### config.mk
export PLATFORM = sky130hd
export DESIGN_NAME = acond_botones_cr
export DESIGN_NICKNAME = d
export VERILOG_FILES = /design/src/rtl/acond_botones_cr.sv
export SDC_FILE = /design/constraint.sdc
export NUM_CORES = 1
export LEC_CHECK = 0
export BUFFER_PORTS_ARGS = -buffer_cell sky130_fd_sc_hd__buf_2
export CORE_MARGIN = 2
export CORE_UTILIZATION = 56
export CTS_BUF_LIST = sky130_fd_sc_hd__clkbuf_2
export CTS_CLUSTER_DIAMETER = 60
export DETAILED_ROUTE_END_ITERATION = 10
export PLACE_DENSITY = 0.77
export SYNTH_ARGS = -nofsm -noshare
export SYNTH_HDL_FRONTEND = slang
export SYNTH_SLANG_ARGS = --single-unit
### constraint.sdc
create_clock -name reloj -period 3.3 [get_ports reloj]
set_input_delay 0.66 -clock reloj [delete_from_list [all_inputs] [get_ports reloj]]
set_output_delay 0.66 -clock reloj [all_outputs]
set_load 0.05 [all_outputs]
### src/rtl/acond_botones_cr.sv
`default_nettype none
// ============================================================================
//  Module   : acond_botones_cr
//  Purpose  : Push-button conditioner for the chronometer/timer programming
//             block. Synchronises and debounces four raw buttons and emits
//             clean one-hot, single-cycle press pulses in the reloj domain.
//  Ports    : reloj       - system clock, all state on the rising edge
//             resetM      - asynchronous reset, active-high
//             btn_raw     - raw buttons [3]=up [2]=down [1]=left [0]=right
//             habilitar   - 1 = pulses allowed, 0 = pulses suppressed
//             IN_bot_cr   - one-hot command pulse, one cycle wide
//             bot_estable - debounced level of each button
//             ocupado     - high while any debounced button is held
//  Options  : AUTO_REPEAT_EN - when defined, a button held alone repeats its
//             pulse after RETARDO_REP cycles, then every PERIODO_REP cycles.
//  Revision : 1.0 - initial release
// ============================================================================
module acond_botones_cr #(
    parameter int CICLOS_REBOTE = 20,
    parameter int ANCHO_CNT     = 20,
    parameter int RETARDO_REP   = 50,
    parameter int PERIODO_REP   = 10
) (
    input  logic       reloj,
    input  logic       resetM,
    input  logic [3:0] btn_raw,
    input  logic       habilitar,
    output logic [3:0] IN_bot_cr,
    output logic [3:0] bot_estable,
    output logic       ocupado
);

    localparam logic [ANCHO_CNT-1:0] C_REB_MAX = ANCHO_CNT'(CICLOS_REBOTE - 1);

    logic [3:0] sync1_q;
    logic [3:0] sync2_q;
    logic [3:0] estable_q;
    logic [3:0] estable_d;
    logic [3:0] estable_prev_q;
    logic       ocupado_q;
    logic [3:0] pulso_q;
    logic [3:0] pulso_d;
    logic [3:0] eventos;
    logic       cambio;
    logic [3:0] ganador;

    // Two-flop synchroniser for the asynchronous button inputs.
    always_ff @(posedge reloj or posedge resetM) begin
        if (resetM) begin
            sync1_q <= 4'b0000;
            sync2_q <= 4'b0000;
        end else begin
            sync1_q <= btn_raw;
            sync2_q <= sync1_q;
        end
    end

    // Per-channel debounce: a channel only flips once the synchronised level
    // has disagreed with the stable level for CICLOS_REBOTE consecutive cycles.
    for (genvar i = 0; i < 4; i++) begin : g_canal
        logic [ANCHO_CNT-1:0] cnt_q;
        logic [ANCHO_CNT-1:0] cnt_d;
        logic                 est_d;

        always_comb begin
            cnt_d = '0;
            est_d = estable_q[i];
            if (sync2_q[i] != estable_q[i]) begin
                if (cnt_q >= C_REB_MAX) begin
                    est_d = ~estable_q[i];
                end else begin
                    cnt_d = cnt_q + 1'b1;
                end
            end
        end

        always_ff @(posedge reloj or posedge resetM) begin
            if (resetM) begin
                cnt_q <= '0;
            end else begin
                cnt_q <= cnt_d;
            end
        end

        assign estable_d[i] = est_d;
    end

    always_ff @(posedge reloj or posedge resetM) begin
        if (resetM) begin
            estable_q      <= 4'b0000;
            estable_prev_q <= 4'b0000;
            ocupado_q      <= 1'b0;
            pulso_q        <= 4'b0000;
        end else begin
            estable_q      <= estable_d;
            estable_prev_q <= estable_q;
            ocupado_q      <= |estable_d;
            pulso_q        <= pulso_d;
        end
    end

    // Press events are rising edges of the debounced level; releases are ignored.
    assign eventos = estable_q & ~estable_prev_q;
    assign cambio  = (estable_q != estable_prev_q);

    // Fixed priority up > down > left > right; losing events are dropped.
    always_comb begin
        ganador = 4'b0000;
        if (eventos[3]) begin
            ganador = 4'b1000;
        end else if (eventos[2]) begin
            ganador = 4'b0100;
        end else if (eventos[1]) begin
            ganador = 4'b0010;
        end else if (eventos[0]) begin
            ganador = 4'b0001;
        end
    end

`ifdef AUTO_REPEAT_EN
    localparam logic [ANCHO_CNT-1:0] C_RET_MAX = ANCHO_CNT'(RETARDO_REP - 1);
    localparam logic [ANCHO_CNT-1:0] C_PER_MAX = ANCHO_CNT'(PERIODO_REP - 1);

    typedef enum logic [1:0] {
        REPOSO = 2'd0,
        ESPERA = 2'd1,
        REPITE = 2'd2
    } estado_t;

    estado_t              estado_q;
    estado_t              estado_d;
    logic [ANCHO_CNT-1:0] rep_cnt_q;
    logic [ANCHO_CNT-1:0] rep_cnt_d;
    logic [3:0]           rep_btn_q;
    logic [3:0]           rep_btn_d;

    always_ff @(posedge reloj or posedge resetM) begin
        if (resetM) begin
            estado_q  <= REPOSO;
            rep_cnt_q <= '0;
            rep_btn_q <= 4'b0000;
        end else begin
            estado_q  <= estado_d;
            rep_cnt_q <= rep_cnt_d;
            rep_btn_q <= rep_btn_d;
        end
    end

    always_comb begin
        estado_d  = estado_q;
        rep_cnt_d = rep_cnt_q;
        rep_btn_d = rep_btn_q;
        pulso_d   = 4'b0000;
        case (estado_q)
            REPOSO: begin
                // The winning button is remembered so that a second, still
                // held, losing button cannot steal the repeat pulses.
                if (habilitar && (ganador != 4'b0000)) begin
                    pulso_d   = ganador;
                    estado_d  = ESPERA;
                    rep_cnt_d = '0;
                    rep_btn_d = ganador;
                end
            end
            ESPERA: begin
                if (cambio) begin
                    estado_d  = REPOSO;
                    rep_cnt_d = '0;
                end else if (rep_cnt_q >= C_RET_MAX) begin
                    estado_d  = REPITE;
                    rep_cnt_d = '0;
                    if (habilitar) begin
                        pulso_d = rep_btn_q;
                    end
                end else begin
                    rep_cnt_d = rep_cnt_q + 1'b1;
                end
            end
            REPITE: begin
                if (cambio) begin
                    estado_d  = REPOSO;
                    rep_cnt_d = '0;
                end else if (rep_cnt_q >= C_PER_MAX) begin
                    rep_cnt_d = '0;
                    if (habilitar) begin
                        pulso_d = rep_btn_q;
                    end
                end else begin
                    rep_cnt_d = rep_cnt_q + 1'b1;
                end
            end
            default: begin
                estado_d  = REPOSO;
                rep_cnt_d = '0;
            end
        endcase
    end
`else
    // Without auto-repeat every accepted press yields exactly one pulse.
    always_comb begin
        pulso_d = 4'b0000;
        if (habilitar) begin
            pulso_d = ganador;
        end
    end

    // Repeat timing has no effect in this build; the parameters are kept so
    // both builds share one interface.
    if ((RETARDO_REP < 1) || (PERIODO_REP < 1)) begin : g_rep_sin_uso
    end
`endif

    assign IN_bot_cr   = pulso_q;
    assign bot_estable = estable_q;
    assign ocupado     = ocupado_q;

endmodule
`default_nettype wire
## Word level (Yosys, flattened, before mapping)

Index checks and enable logic that the tools add are counted.

- Bits of input ports: 7
- Register bits: 101
- Output and inout port bits: 9

- Add/sub/neg operators: 4
- Reduce and logical (&&, ||, !) cells: 1
- Bitwise operators: 6
- Order comparisons: 4
- Muxes and demuxes: 21
- Eq/ne operators: 4

Operators with widths:

| kind | number |
|---|---|
| $mux W20 | 8 |
| $add A20 B1 Y20 const B | 4 |
| $ge A20 B5 Y1 const B | 4 |
| $mux W1 | 9 |
| $mux W4 | 2 |
| $and A4 B4 Y4 | 1 |
| $ne A1 B1 Y1 | 4 |
| $not A1 Y1 | 4 |
| $not A4 Y4 | 1 |
| $reduce_or A4 Y1 | 1 |
| $mux W3 | 1 |
| $mux W2 | 1 |

## Logic depth before layout (Yosys ltp)

Gate-level depths: netlist of the first run.

- Depth after elaboration: 7
- Mapped depth: 5
- Gate-level depth less buffers: 5

## Worst setup path after synthesis of the first run

OpenSTA, ideal clock, no wires.

- Path type: register to register
- From: register g_canal[2].cnt_q[0]
- To: register ocupado_q, in the netlist ocupado
- Data required time: 3,161 ps
- Path slack: 1,191 ps
- Buffers on the path: 0
- Arrival: 1,970 ps
- Stages on the path, launching flop included: 6
- Cell sequence: dfrtp_1 > ha_1 > or3_1 > a21oi_2 > mux2_4 > or4_1

- Cells in the longest elaborated chain, start to end: 4

Ends and longest elaborated chain:

| element | line | text |
|---|---|---|
| start, declared | 61 | `logic [ANCHO_CNT-1:0] cnt_q;` |
| start signal, assigned | 81 | `cnt_q <= cnt_d;` |
| $ge A20 B5 Y1 | 69 | `if (cnt_q >= C_REB_MAX) begin` |
| $mux W1 | 69 |  |
| $mux W1 | 68 | `if (sync2_q[i] != estable_q[i]) begin` |
| via g_canal[2].est_d | 63 | `logic est_d;` |
| $reduce_or A4 Y1 | 97 | `ocupado_q <= \|estable_d;` |
| end signal, assigned | 97 |  |
| end, declared | 40 | `logic ocupado_q;` |

The timed path passes the listed nets, and every way through them passes these cells.

## Final worst setup path of the first run

- From: register g_canal[0].cnt_q[0]
- To: register ocupado_q, in the netlist ocupado

- Cells in the longest elaborated chain, start to end: 4

Ends and longest elaborated chain:

| element | line |
|---|---|
| start, declared | 61 |
| start signal, assigned | 81 |
| $ge A20 B5 Y1 | 69 |
| $mux W1 | 69 |
| $mux W1 | 68 |
| via g_canal[0].est_d | 63 |
| $reduce_or A4 Y1 | 97 |

The timed path passes the listed nets, and every way through them passes these cells.

==> Flow_metrics.wiki, run 1 <==
{| class="wikitable"
! Metric !! Value
|-
| Ratio of routed vias to standard cells || 4.402
|-
| Detailed-router iteration count before antenna repair || 4
|-
| Average cell area after synthesis || 15.92 µm²
|-
| CTS clock-pin slew for the worst setup and hold paths || 0.25 ns
|-
| Final Cycle Share || 66.04%
|-
| Top achievable clock speed || 458.8 MHz
|-
| Wirelength per Cell || 11.46 µm
|-
| Smallest hold slack || 0.2156 ns
|-
| Total power after layout || 2017 µW
|-
| Layout-stage area growth over the synthesis result || 17.34%
|-
| Total power density per cell area || 545.1 nW/µm²
|-
| Synth unique cells || 23
|-
| Level count of the clock H-tree || 3
|-
| Cell chosen for the clock root || sky130_fd_sc_hd__clkbuf_2
|-
| Gpl congestion || 0.7120
|-
| Complex-gate fraction of the synthesized area || 0.8730%
|-
| Synthesized-area fraction occupied by and/or/nand/nor cells || 10.91%
|-
| Pin count of the biggest net entering global routing || 60
|-
| Row count || 27
|-
| Sequential cell area fraction in the yosys report || 80.16%
|-
| Maximum net fanout on the critical path || 3
|-
| Die height || 79.04 µm
|-
| Type of the worst min-delay path || primary input to register
|-
| Initial core utilization || 57.61%
|-
| Seq. cell area || 2527 µm²
|-
| Overall via count from detail_route || 1589
|-
| I/O pin count || 16
|-
| Max cap viols || 0
|-
| Initial antenna violation count || 0
|-
| Data arrival time of the worst path || 2.62 ns
|-
| Critical Path Source Type || register
|-
| DRC marker count from the first detailed-route iteration || 99
|-
| Worst Tran Pin Value || 0.8909 ns
|-
| Chip width || 79.04 µm
|-
| Area of the core || 5473 µm²
|-
| Number of instances in the synthesized netlist || 198
|-
| Area of the die || 6247 µm²
|-
| Worst supply voltage drop on vdd || 0.2852 mV
|-
| Yosys warning count || 0
|-
| Leakage dissipation || 0.001807 µW
|-
| Clock Skews || 0.02253 ns
|-
| CP Capture Type || register
|-
| Half-perimeter wire length of the detailed placement result || 2740 µm
|-
| Run status || completed
|-
| Non-filler instance count after layout || 361
|-
| Area of all placed cells without fillers || 3700 µm²
|-
| Resized Gates After CTS || 0
|-
| Total global-route track usage || 15.91%
|-
| Share of synthesized area spent on multiplexers || 1.667%
|-
| Antenna fix cells || 0
|-
| Total of fill cells in the finished design || 402
|-
| Number of buffers created by CTS || 9
|-
| Post-Syn Area || 3153 µm²
|-
| Final setup TNS || 0 ns
|-
| Number of global-route vias before repair || 1661
|-
| Critical setup path kind || register to register
|-
| Layout cells sized above 1 || 13.84%
|-
| Worst EP required || 3.74 ns
|-
| Unrepaired setup endpoints after global routing || false
|-
| TritonCTS clock tree || yes
|-
| Count of final setup violators || 0
|-
| Number of nets with antenna violations after detailed routing || 0
|-
| Final Hold Vio Count || 0
|-
| Number of nets at the end of the flow || 295
|-
| Number of max-slew violations in the final report || 0
|-
| Number of setup buffers added after CTS || 0
|-
| Multi-input logic area || 839.6 µm²
|-
| Cell area reported after detailed placement || 3563 µm²
|-
| Fraction of synthesized cell area in xor and xnor cells || 4.444%
|-
| Wire length of the first global-routing pass || 7307 µm
|-
| Number of synthesized register bits || 101
|-
| WL final || 4137 µm
|-
| Count of buffers inserted at the top-level ports || 15
|-
| Overall overflow remaining after global route || 0
|-
| Latest clock arrival within the worst-skew pair || 0.52 ns
|-
| # placed instances || 345
|-
| Maximum root-to-sink buffer count || 2
|-
| Largest family of logic cells by synthesized area || simple AND/OR/NAND/NOR gates
|-
| Number of design rule violations left after detail routing || 0
|-
| Synthesized-area fraction occupied by adder cells || 1.587%
|-
| Final critical path time including I/O delays and setup || 2.179 ns
|-
| Worst rel slew slack || 40.48%
|-
| Total clock sinks || 101
|-
| Count of hold-fix buffers inserted at cts || 0
|}
[logic make-up (layout without fill, tap and decap cells)]
| group | after synthesis | count (layout) |
|---|---|---|
| compound gates | 4 | 4 |
| xor+xnor | 16 | 16 |
| fa+ha+maj | 4 | 4 |
| buf+inv | 2 | 34 |
| flops | 101 | 101 |
| mux | 4 | 4 |
| other cells | 1 | 60 |
| simple gates | 66 | 66 |
[synthesized netlist by cell type]
library cell	n	share of area [%]
sky130_fd_sc_hd__nor3_1	4	0.63
sky130_fd_sc_hd__nand3_1	9	1.4
sky130_fd_sc_hd__mux2_4	2	0.95
sky130_fd_sc_hd__a21oi_2	2	0.56
sky130_fd_sc_hd__conb_1	1	0.12
sky130_fd_sc_hd__dfrtp_1	101	80
sky130_fd_sc_hd__xor2_1	12	3.3
sky130_fd_sc_hd__nor4_1	12	2.4
sky130_fd_sc_hd__nand2_1	5	0.60
sky130_fd_sc_hd__xnor2_1	4	1.1
sky130_fd_sc_hd__or4_1	1	0.24
sky130_fd_sc_hd__a21oi_1	2	0.32
sky130_fd_sc_hd__nand4_1	4	0.79
sky130_fd_sc_hd__and3_1	3	0.60
sky130_fd_sc_hd__mux2_2	2	0.71
sky130_fd_sc_hd__or3_1	4	0.79
sky130_fd_sc_hd__ha_1	4	1.6
sky130_fd_sc_hd__nor4b_1	1	0.28
sky130_fd_sc_hd__nor2_1	18	2.1
sky130_fd_sc_hd__nand2b_1	2	0.40
sky130_fd_sc_hd__nor2b_1	2	0.40
sky130_fd_sc_hd__and3_2	1	0.24
sky130_fd_sc_hd__inv_1	2	0.24
[final cells by class]
cell class	count	share of cell area, %
clock buffers	10	1.353
clock inverters	6	2.333
inverters	2	0.3044
multi-input cells	154	22.69
flip-flops and latches	101	68.31
well taps	72	2.435
repair buffers	16	2.570
[cells in the final DEF, fill, tap and decap left out, types with 2 or more instances in the layout]
master                       synthesis  final
sky130_fd_sc_hd__dfrtp_1           101    101
sky130_fd_sc_hd__conb_1              1     60
sky130_fd_sc_hd__nor2_1             18     18
sky130_fd_sc_hd__buf_2               0     15
sky130_fd_sc_hd__nor4_1             12     12
sky130_fd_sc_hd__xor2_1             12     12
sky130_fd_sc_hd__clkbuf_2            0     10
sky130_fd_sc_hd__nand3_1             9      9
sky130_fd_sc_hd__nand2_1             5      5
sky130_fd_sc_hd__or3_1               4      4
sky130_fd_sc_hd__nor3_1              4      4
sky130_fd_sc_hd__nand4_1             4      4
sky130_fd_sc_hd__xnor2_1             4      4
sky130_fd_sc_hd__ha_1                4      4
sky130_fd_sc_hd__and3_1              3      3
sky130_fd_sc_hd__a21oi_2             2      2
sky130_fd_sc_hd__a21oi_1             2      2
sky130_fd_sc_hd__mux2_4              2      2
sky130_fd_sc_hd__mux2_2              2      2
sky130_fd_sc_hd__nand2b_1            2      2
sky130_fd_sc_hd__nor2b_1             2      2
sky130_fd_sc_hd__clkinvlp_4          0      2
sky130_fd_sc_hd__clkinv_2            0      2
sky130_fd_sc_hd__bufinv_16           0      2
[where the power goes]
part	total [µW]	internal [µW]	leakage, µW	switching (µW)
clock	636	254	0.0000823	382
sequential	1310	1290	0.00123	18.2
combinational	74.1	17.4	0.000496	56.7
[sequential cells by signal, indices dropped and copies added (netlist names)]
name / count
bot_estable: 4
sync1_q: 4
ocupado: 1
sync2_q: 4
IN_bot_cr: 4
estable_prev_q: 4
g_canal.cnt_q: 80
[worst max-delay path, stage by stage, from the launching register on]
cell and delay (ns):
sky130_fd_sc_hd__dfrtp_1 0.46, sky130_fd_sc_hd__ha_1 0.26, sky130_fd_sc_hd__or3_1 0.32, sky130_fd_sc_hd__a21oi_1 0.24, sky130_fd_sc_hd__mux2_2 0.37, sky130_fd_sc_hd__or4_1 0.46
[through the flow]
step	utilization, %	setup WS [ns]
2_1_floorplan	-	1.191
3_3_place_gp	65.11	1.168
3_5_place_dp	65.11	1.098
4_1_cts	67.60	1.076
5_1_grt	67.60	0.9821
6_report	67.60	1.121
[layer usage]
layer  share of wire (%)  GRT usage [%]
met5                   0              0
met4                 1.2          7.931
met3                 4.0          4.432
met2                  48          24.32
met1                  46          21.24
[final timing paths]
check / to / cells past startpoint / slack [ns] / start
worst max register to register: ocupado$_DFF_PP0_ / 5 / 1.12 / g_canal[0].cnt_q[0]$_DFF_PP0_
worst max-delay path: ocupado$_DFF_PP0_ / 5 / 1.12 / g_canal[0].cnt_q[0]$_DFF_PP0_
worst min-delay path: sync1_q[1]$_DFF_PP0_ / 1 / 0.22 / btn_raw[1]
worst min register to register: sync2_q[0]$_DFF_PP0_ / 0 / 0.39 / sync1_q[0]$_DFF_PP0_
max in group asynchronous: g_canal[2].cnt_q[16]$_DFF_PP0_ / 3 / 2.29 / resetM
min in group asynchronous: g_canal[1].cnt_q[13]$_DFF_PP0_ / 2 / 0.26 / resetM
(Power assumes the default switching activity.)
==> inputs of run 2 (changes only) <==
--- a/config.mk
+++ b/config.mk
@@ -5,6 +5,7 @@
 export SDC_FILE = /design/constraint.sdc
 export NUM_CORES = 1
 export LEC_CHECK = 0
+export ABC_AREA = 1
 export BUFFER_PORTS_ARGS = -buffer_cell sky130_fd_sc_hd__buf_2
 export CORE_MARGIN = 2
 export CORE_UTILIZATION = 56
==> constraint.sdc (replaced) <==
create_clock -name reloj -period 1.95 [get_ports reloj]
set_input_delay 0.39 -clock reloj [delete_from_list [all_inputs] [get_ports reloj]]
set_output_delay 0.39 -clock reloj [all_outputs]
set_load 0.05 [all_outputs]
==> run 2 against run 1 <==
- non-clock buffer count up 7
- flip-flop and latch count unchanged
- highest routed layer unchanged
- cell area up 9.6%
- critical endpoint is now bot_estable[3]
- clock skew down 0.011 ns
- clock power up 78%
- global-route usage up 0.90 points
==> Flow_metrics.wiki, run 2 <==
{| class="wikitable"
! Metric !! Value
|-
| Resized Gates After CTS || 0 (unchanged)
|-
| Number of enable flip-flop cells after synthesis || 0 (unchanged)
|-
| Number of design rule violations left after detail routing || 0 (unchanged)
|-
| Number of nets with antenna violations after detailed routing || 0 (unchanged)
|-
| Critical Path Source Type || register
|-
| Synth unique cells || 20 (-13%)
|-
| Maximum net fanout on the critical path || 6 (+3)
|-
| Clock Skews || 0.01163 ns (-0.01090 ns)
|-
| Overall via count from detail_route || 1847 (+16%)
|-
| Die height || 82.12 µm (+3.9%)
|-
| Detailed-router iteration count before antenna repair || 4 (unchanged)
|-
| Hold path startpoint || habilitar
|-
| Routing usage on met3 || 6.739% (+2.3 points)
|-
| Critical setup path kind || register to output port
|-
| Post-synthesis async set-or-reset flop share || 100.0% (unchanged)
|-
| Layout-stage area growth over the synthesis result || 18.71%
|-
| Type of the worst min-delay path || primary input to register
|-
| Number of buffer and inverter stages on the critical path || 1 (+1)
|-
| Worst supply voltage drop on vdd || 0.7279 mV (+160%)
|-
| WL final || 4560 µm (+10%)
|-
| Number of instances in the synthesized netlist || 269 (+36%)
|-
| Reg2reg start || g_canal[0].cnt_q[0]$_DFF_PP0_
|-
| Data arrival time of the worst path || 1.29 ns (-1.33 ns)
|-
| Flip-flop count of the largest register after layout || 80 (unchanged)
|-
| Area of the die || 6743 µm² (+7.9%)
|-
| Pin count of the biggest net entering global routing || 51 (-15%)
|-
| Count of final setup violators || 0 (unchanged)
|-
| Total global-route track usage || 16.81% (+0.90 points)
|-
| Wirelength per Cell || 10.34 µm (-9.8%)
|-
| Most Used Layer, Global Route || met2
|-
| Top delay family on crit path || flip-flops
|-
| Top achievable clock speed || 595.5 MHz
|-
| Unrepaired setup endpoints after global routing || false
|-
| Sequential cell area fraction in the yosys report || 73.97% (-6.2 points)
|-
| TritonCTS clock tree || yes
|-
| Initial core utilization || 57.71% (+0.10 points)
|-
| Final Hold Vio Count || 0 (unchanged)
|-
| Total power density per cell area || 862.5 nW/µm² (+58%)
|-
| Number of nets at the end of the flow || 373 (+26%)
|-
| Wire length of the first global-routing pass || 7948 µm (+8.8%)
|-
| Max cap viols || 0 (unchanged)
|-
| Met1 usage in global routing || 18.84% (-2.4 points)
|-
| Final setup TNS || 0 ns (unchanged)
|-
| Sink of the worst hold path || IN_bot_cr[0]$_DFF_PP0_
|-
| Chip width || 82.12 µm (+3.9%)
|-
| Number of synthesized register bits || 101 (unchanged)
|-
| I/O pin count || 16 (unchanged)
|-
| Half-perimeter wire length of the detailed placement result || 3158 µm (+15%)
|-
| Flop-to-flop setup slack || 0.47 ns (-0.65 ns)
|-
| Cell chosen for the clock root || sky130_fd_sc_hd__clkbuf_2
|-
| Post-Syn Area || 3417 µm² (+8.4%)
|-
| Overall overflow remaining after global route || 0 (unchanged)
|-
| Number of buffers created by CTS || 9 (unchanged)
|-
| GR met2 Demand/Resource || 27.89% (+3.6 points)
|-
| Most common flop cell mapped by yosys || sky130_fd_sc_hd__dfrtp_1
|-
| Maximum cell stage delay along the critical path || 0.49 ns (+0.03 ns)
|-
| CTS clock-pin slew for the worst setup and hold paths || 0.21 ns (-0.04 ns)
|-
| Worst EP required || 1.56 ns (-2.18 ns)
|-
| Area of the core || 5921 µm² (+8.2%)
|-
| Maximum root-to-sink buffer count || 2 (unchanged)
|-
| Gpl congestion || 0.7247 (+1.8%)
|-
| Number of max-slew violations in the final report || 0 (unchanged)
|-
| Initial antenna violation count || 0 (unchanged)
|-
| Ratio of routed vias to standard cells || 4.188 (-4.8%)
|-
| Count of buffers inserted at the top-level ports || 15 (unchanged)
|-
| Final Cycle Share || 86.12%
|-
| Portion of synthesized cell area occupied by the leading cell type || 73.97% (-6.2 points)
|-
| Commonest non-fill, non-tap cells in the layout || 101 x sky130_fd_sc_hd__dfrtp_1, 60 x sky130_fd_sc_hd__conb_1, 49 x sky130_fd_sc_hd__nor2_1
|-
| Most common cell after layout, fill and taps aside || sky130_fd_sc_hd__dfrtp_1
|-
| Row count || 28 (+3.7%)
|-
| Leakage dissipation || 0.001971 µW (+9.1%)
|-
| CP Capture Type || output port
|-
| Latest clock arrival within the worst-skew pair || 0.51 ns (about the same)
|-
| Total power after layout || 3499 µW (+73%)
|-
| DRC marker count from the first detailed-route iteration || 65 (-34%)
|-
| Layout cells sized above 1 || 16.67% (+2.8 points)
|-
| Largest area contributor in the synthesized netlist || sky130_fd_sc_hd__dfrtp_1
|-
| Level count of the clock H-tree || 3 (unchanged)
|-
| Average cell area after synthesis || 12.70 µm² (-20%)
|-
| Leading post-synthesis cells by instance count || 101 x sky130_fd_sc_hd__dfrtp_1, 49 x sky130_fd_sc_hd__nor2_1, 35 x sky130_fd_sc_hd__nand2_1
|-
| Library cell with the highest instance count after synthesis || sky130_fd_sc_hd__dfrtp_1
|-
| Yosys warning count || 0 (unchanged)
|-
| Final critical path time including I/O delays and setup || 1.679 ns
|-
| R2R Path End || ocupado$_DFF_PP0_
|-
| Run status || completed
|-
| Antenna fix cells || 0 (unchanged)
|-
| Standard cell with the maximum stage delay on the critical path || sky130_fd_sc_hd__dfrtp_1
|-
| Cells along the critical path || buf_2
|-
| Largest reg by FF count || g_canal.cnt_q
|-
| R2R cell count || 9 (+4)
|-
| Total clock sinks || 101 (unchanged)
|-
| Number of global-route vias before repair || 1891 (+14%)
|-
| Cell types with the largest area share after synthesis || sky130_fd_sc_hd__dfrtp_1 74%, sky130_fd_sc_hd__nor2_1 5.4%, sky130_fd_sc_hd__nand2_1 3.8%, sky130_fd_sc_hd__nor2_2 3.3%, sky130_fd_sc_hd__inv_1 2.2%
|-
| Hold depth || 3 (+2)
|}
-- run 2: changes by cell type after synthesis, sizes merged, moves of 10 or more --
cell / change
nor2: +51
nand2: +32
inv: +18
nor4: -10
-- run 2: power breakdown --
| group | internal (µW) | switching [µW] |
|---|---|---|
| Combinational | 44.0 | 116 |
| Clock | 536 | 594 |
| Sequential | 2180 | 29.4 |
| Total | 2760 | 739 |
-- run 2: logic make-up after synthesis --
group	after synthesis	share of synthesized area [%]
simple gates	129	18.09
other cells	1	0.1097
xor+xnor	12	3.076
fa+ha+maj	4	1.465
compound gates	2	1.099
buf+inv	20	2.197
flops	101	73.97
-- run 2: worst max path at each step --
stage	startpoint	end	slack, ns	cells after the start
6_report	bot_estable[3]$_DFF_PP0_	bot_estable[3]	0.27	1
5_1_grt	bot_estable[3]$_DFF_PP0_	bot_estable[3]	0.14	1
4_1_cts	bot_estable[2]$_DFF_PP0_	bot_estable[2]	0.19	1
3_5_place_dp	g_canal[0].cnt_q[0]$_DFF_PP0_	ocupado$_DFF_PP0_	0.52	9
3_3_place_gp	g_canal[0].cnt_q[0]$_DFF_PP0_	ocupado$_DFF_PP0_	0.57	9
2_1_floorplan	resetM	IN_bot_cr[0]$_DFF_PP0_	0.36	1
-- run 2: worst min-delay path: stages --
cell and delay (ns):
sky130_fd_sc_hd__buf_2 0.11, sky130_fd_sc_hd__nand2_1 0.05, sky130_fd_sc_hd__nor4_1 0.05
-- run 2: routing by layer --
layer / vias to the layer above / part of all wire (%)
met5: - / 0
met4: 0 / 2.3
met1: 863 / 43
met3: 9 / 3.5
li1: 952 / -
met2: 23 / 51
-- run 2: repair_timing --
item,in CTS,in global routing
setup buffers,0,0
hold buffers,5,0
endpoints found under the hold margin,36,0
setup endpoints to repair,0,0
-- run 2: per-stage QoR --
| step | instance area [µm²] | std cells | util, % | hold slack, ns | setup WS (ns) |
|---|---|---|---|---|---|
| 6_report | 4056 | 441 | 68.51 | 0.1021 | 0.2707 |
| 5_1_grt | 4056 | 441 | 68.51 | 0.009760 | 0.1376 |
| 4_1_cts | 4056 | 441 | 68.51 | 0.03176 | 0.1936 |
| 3_5_place_dp | 3859 | 421 | 65.17 | 0.3371 | 0.5228 |
| 3_3_place_gp | 3859 | 421 | 65.17 | 0.3356 | 0.5733 |
| 2_1_floorplan | 3642 | 328 | - | 0.3312 | 0.3564 |
-- run 2: cell type report --
type	instances	area (µm²)
clock buffers	9	45.04
clock inverters	6	102.6
fillers	441	1864
inverters	20	78.83
multi-input cells	207	1036
flip-flops and latches	101	2527
well taps	75	93.84
repair buffers	23	172.7
==> inputs of run 3 (changes only) <==
--- a/config.mk
+++ b/config.mk
@@ -8,11 +8,11 @@
 export ABC_AREA = 1
 export BUFFER_PORTS_ARGS = -buffer_cell sky130_fd_sc_hd__buf_2
 export CORE_MARGIN = 2
-export CORE_UTILIZATION = 56
+export CORE_UTILIZATION = 50
 export CTS_BUF_LIST = sky130_fd_sc_hd__clkbuf_2
 export CTS_CLUSTER_DIAMETER = 60
 export DETAILED_ROUTE_END_ITERATION = 10
-export PLACE_DENSITY = 0.77
+export PLACE_DENSITY = 0.7
 export SYNTH_ARGS = -nofsm -noshare
 export SYNTH_HDL_FRONTEND = slang
 export SYNTH_SLANG_ARGS = --single-unit
==> run 3 against run 2 <==
- clock-buffer cell count grew 1
- routed wire length decreased by 5.9%
- worst hold slack worse by 0.022 ns
- cell area decreased by 0.89%
- highest routed layer unchanged
- setup slack lost 0.0037 ns
- clock power fell by 18%
- power is 6.0% lower
- critical endpoint unchanged
==> Flow_metrics.wiki, run 3 (synthesis gave the netlist of run 2 again) <==
{| class="wikitable"
! Metric !! Value
|-
| Run status || completed
|-
| CP Capture Type || output port
|-
| Overall overflow remaining after global route || 0 (unchanged)
|-
| R2R Path End || ocupado$_DFF_PP0_
|-
| Total clock sinks || 101 (unchanged)
|-
| Switching Power || 764.5 µW (+3.4%)
|-
| Area of the core || 6719 µm² (+13%)
|-
| Total global-route track usage || 14.11% (-2.7 points)
|-
| Number of design rule violations left after detail routing || 0 (unchanged)
|-
| Maximum root-to-sink buffer count || 2 (unchanged)
|-
| Chip width || 86.67 µm (+5.5%)
|-
| Initial antenna violation count || 0 (unchanged)
|-
| Layout-stage area growth over the synthesis result || 17.65%
|-
| Top delay family on crit path || flip-flops
|-
| Final Hold Vio Count || 0 (unchanged)
|-
| Layout cells sized above 1 || 16.67% (unchanged)
|-
| Top achievable clock speed || 594.2 MHz (-0.22%)
|-
| Unrepaired setup endpoints after global routing || false
|-
| Detailed-router iteration count before antenna repair || 4 (unchanged)
|-
| Logic gate share of total power || 4.8% (+0.2 points)
|-
| Standard cell with the maximum stage delay on the critical path || sky130_fd_sc_hd__dfrtp_1
|-
| Area of the die || 7512 µm² (+11%)
|-
| Flip-flop count of the largest register after layout || 80 (unchanged)
|-
| Cell chosen for the clock root || sky130_fd_sc_hd__clkbuf_2
|-
| I/O pin count || 16 (unchanged)
|-
| Worst supply voltage drop on vdd || 0.4602 mV (-37%)
|-
| Largest reg by FF count || g_canal.cnt_q
|-
| Level count of the clock H-tree || 3 (unchanged)
|-
| Final critical path time including I/O delays and setup || 1.683 ns (+0.003682 ns)
|-
| Hold depth || 3 (unchanged)
|-
| Sink of the worst hold path || IN_bot_cr[0]$_DFF_PP0_
|-
| Pint || 2523 µW (-8.6%)
|-
| Wire length of the first global-routing pass || 8031 µm (+1.0%)
|-
| Number of nets with antenna violations after detailed routing || 0 (unchanged)
|-
| Data arrival time of the worst path || 1.29 ns (about the same)
|-
| Total power density per cell area || 817.7 nW/µm² (-5.2%)
|-
| Sw frac || 23.26% (+2.1 points)
|-
| R2R cell count || 9 (unchanged)
|-
| Reg2reg start || g_canal[0].cnt_q[0]$_DFF_PP0_
|-
| TritonCTS clock tree || yes
|-
| Leakage dissipation || 0.001947 µW (-1.2%)
|-
| Initial core utilization || 50.86% (-6.9 points)
|-
| Worst rel slew slack || 63.98%
|-
| Resized Gates After CTS || 0 (unchanged)
|-
| Clock Skews || 0.02081 ns (+0.009185 ns)
|-
| Number of max-slew violations in the final report || 0 (unchanged)
|-
| Most common cell after layout, fill and taps aside || sky130_fd_sc_hd__dfrtp_1
|-
| Max cap viols || 0 (unchanged)
|-
| CTS clock-pin slew for the worst setup and hold paths || 0.24 ns (+0.03 ns)
|-
| Number of buffer and inverter stages on the critical path || 1 (unchanged)
|-
| Row count || 30 (+7.1%)
|-
| Maximum cell stage delay along the critical path || 0.48 ns (about the same)
|-
| Half-perimeter wire length of the detailed placement result || 2987 µm (-5.4%)
|-
| Latest clock arrival within the worst-skew pair || 0.53 ns (+0.02 ns)
|-
| Gpl congestion || 0.7721 (+6.5%)
|-
| Critical setup path kind || register to output port
|-
| # placed instances || 425 (+0.95%)
|-
| Cells along the critical path || buf_2
|-
| Non-filler instance count after layout || 446 (+1.1%)
|-
| Wirelength per Cell || 9.617 µm (-7.0%)
|-
| Pin count of the biggest net entering global routing || 42 (-18%)
|-
| Number of buffers created by CTS || 9 (unchanged)
|-
| Flop-to-flop setup slack || 0.52 ns (+0.05 ns)
|-
| Critical Path Source Type || register
|-
| Number of global-route vias before repair || 1960 (+3.6%)
|-
| Proportion of power drawn by the clock network || 28.0% (-4.3 points)
|-
| Type of the worst min-delay path || primary input to register
|-
| Final setup TNS || 0 ns (unchanged)
|-
| Overall via count from detail_route || 1853 (+0.32%)
|-
| Die height || 86.67 µm (+5.5%)
|-
| Count of final setup violators || 0 (unchanged)
|-
| Worst EP required || 1.56 ns (about the same)
|-
| Antenna fix cells || 0 (unchanged)
|-
| Maximum net fanout on the critical path || 6 (unchanged)
|-
| Reg power frac || 67.2% (+4.1 points)
|-
| DRC marker count from the first detailed-route iteration || 62 (-4.6%)
|-
| Commonest non-fill, non-tap cells in the layout || 101 x sky130_fd_sc_hd__dfrtp_1, 60 x sky130_fd_sc_hd__conb_1, 49 x sky130_fd_sc_hd__nor2_1
|-
| Hold path startpoint || habilitar
|-
| WL final || 4289 µm (-5.9%)
|-
| Ratio of routed vias to standard cells || 4.155 (-0.80%)
|-
| Count of buffers inserted at the top-level ports || 15 (unchanged)
|-
| Final Cycle Share || 86.31% (+0.19 points)
|-
| Worst setup path startpoint || bot_estable[3]$_DFF_PP0_
|-
| Worst Tran Pin Value || 0.5392 ns
|-
| Number of nets at the end of the flow || 372 (-0.27%)
|}
## run 3: repair_timing
action / CTS / global route
hold buffers: 5 / 0
hold endpoints to repair: 26 / 0
buffers inserted: 0 / 0
## run 3: power groups by stage
stage | clock network (µW) | registers, µW | logic [µW]
final | 921 | 2210 | 157
after global routing | 1060 | 2220 | 186
after CTS | 979 | 2210 | 159
after detailed placement | 0 | 2250 | 151
after global placement | 0 | 2240 | 149
after floorplan | 0 | 2270 | 82.8
## run 3: layout make-up
cell class,count,area (µm²)
clock buffers,10,50.05
multi-input cells,207,1036
inverters,20,78.83
clock inverters,6,62.56
fillers,546,2699
flip-flops and latches,101,2527
well taps,80,100.1
repair buffers,22,165.2
## run 3: worst max-delay path by stage
stage	endpoint	slack, ns	depth (start not counted)
global route	bot_estable[3]	0.14	1
detailed placement	ocupado$_DFF_PP0_	0.58	9
floorplan	IN_bot_cr[0]$_DFF_PP0_	0.36	1
CTS	bot_estable[3]	0.20	1
finish	bot_estable[3]	0.27	1
global placement	ocupado$_DFF_PP0_	0.62	9
## run 3: stage by stage
stage          area (µm²)  total power [µW]  hold slack [ns]  setup slack (ns)  utilization, %
5_1_grt              4020              3467          0.04749            0.1436           59.83
4_1_cts              4020              3349          0.01960            0.1956           59.83
6_report             4020              3287          0.08026            0.2670           59.83
3_3_place_gp         3857              2392           0.3342            0.6203           57.41
3_5_place_dp         3857              2399           0.3401            0.5767           57.41
2_1_floorplan        3642              2349           0.3312            0.3564               -
## run 3: metal layers
layer | track usage (%) | up-vias | share of wire (%)
li1 | - | 954 | -
met1 | 16.47 | 869 | 44
met2 | 23.64 | 19 | 50
met3 | 3.524 | 11 | 3.2
met4 | 8.239 | 0 | 2.8
met5 | 0 | - | 0
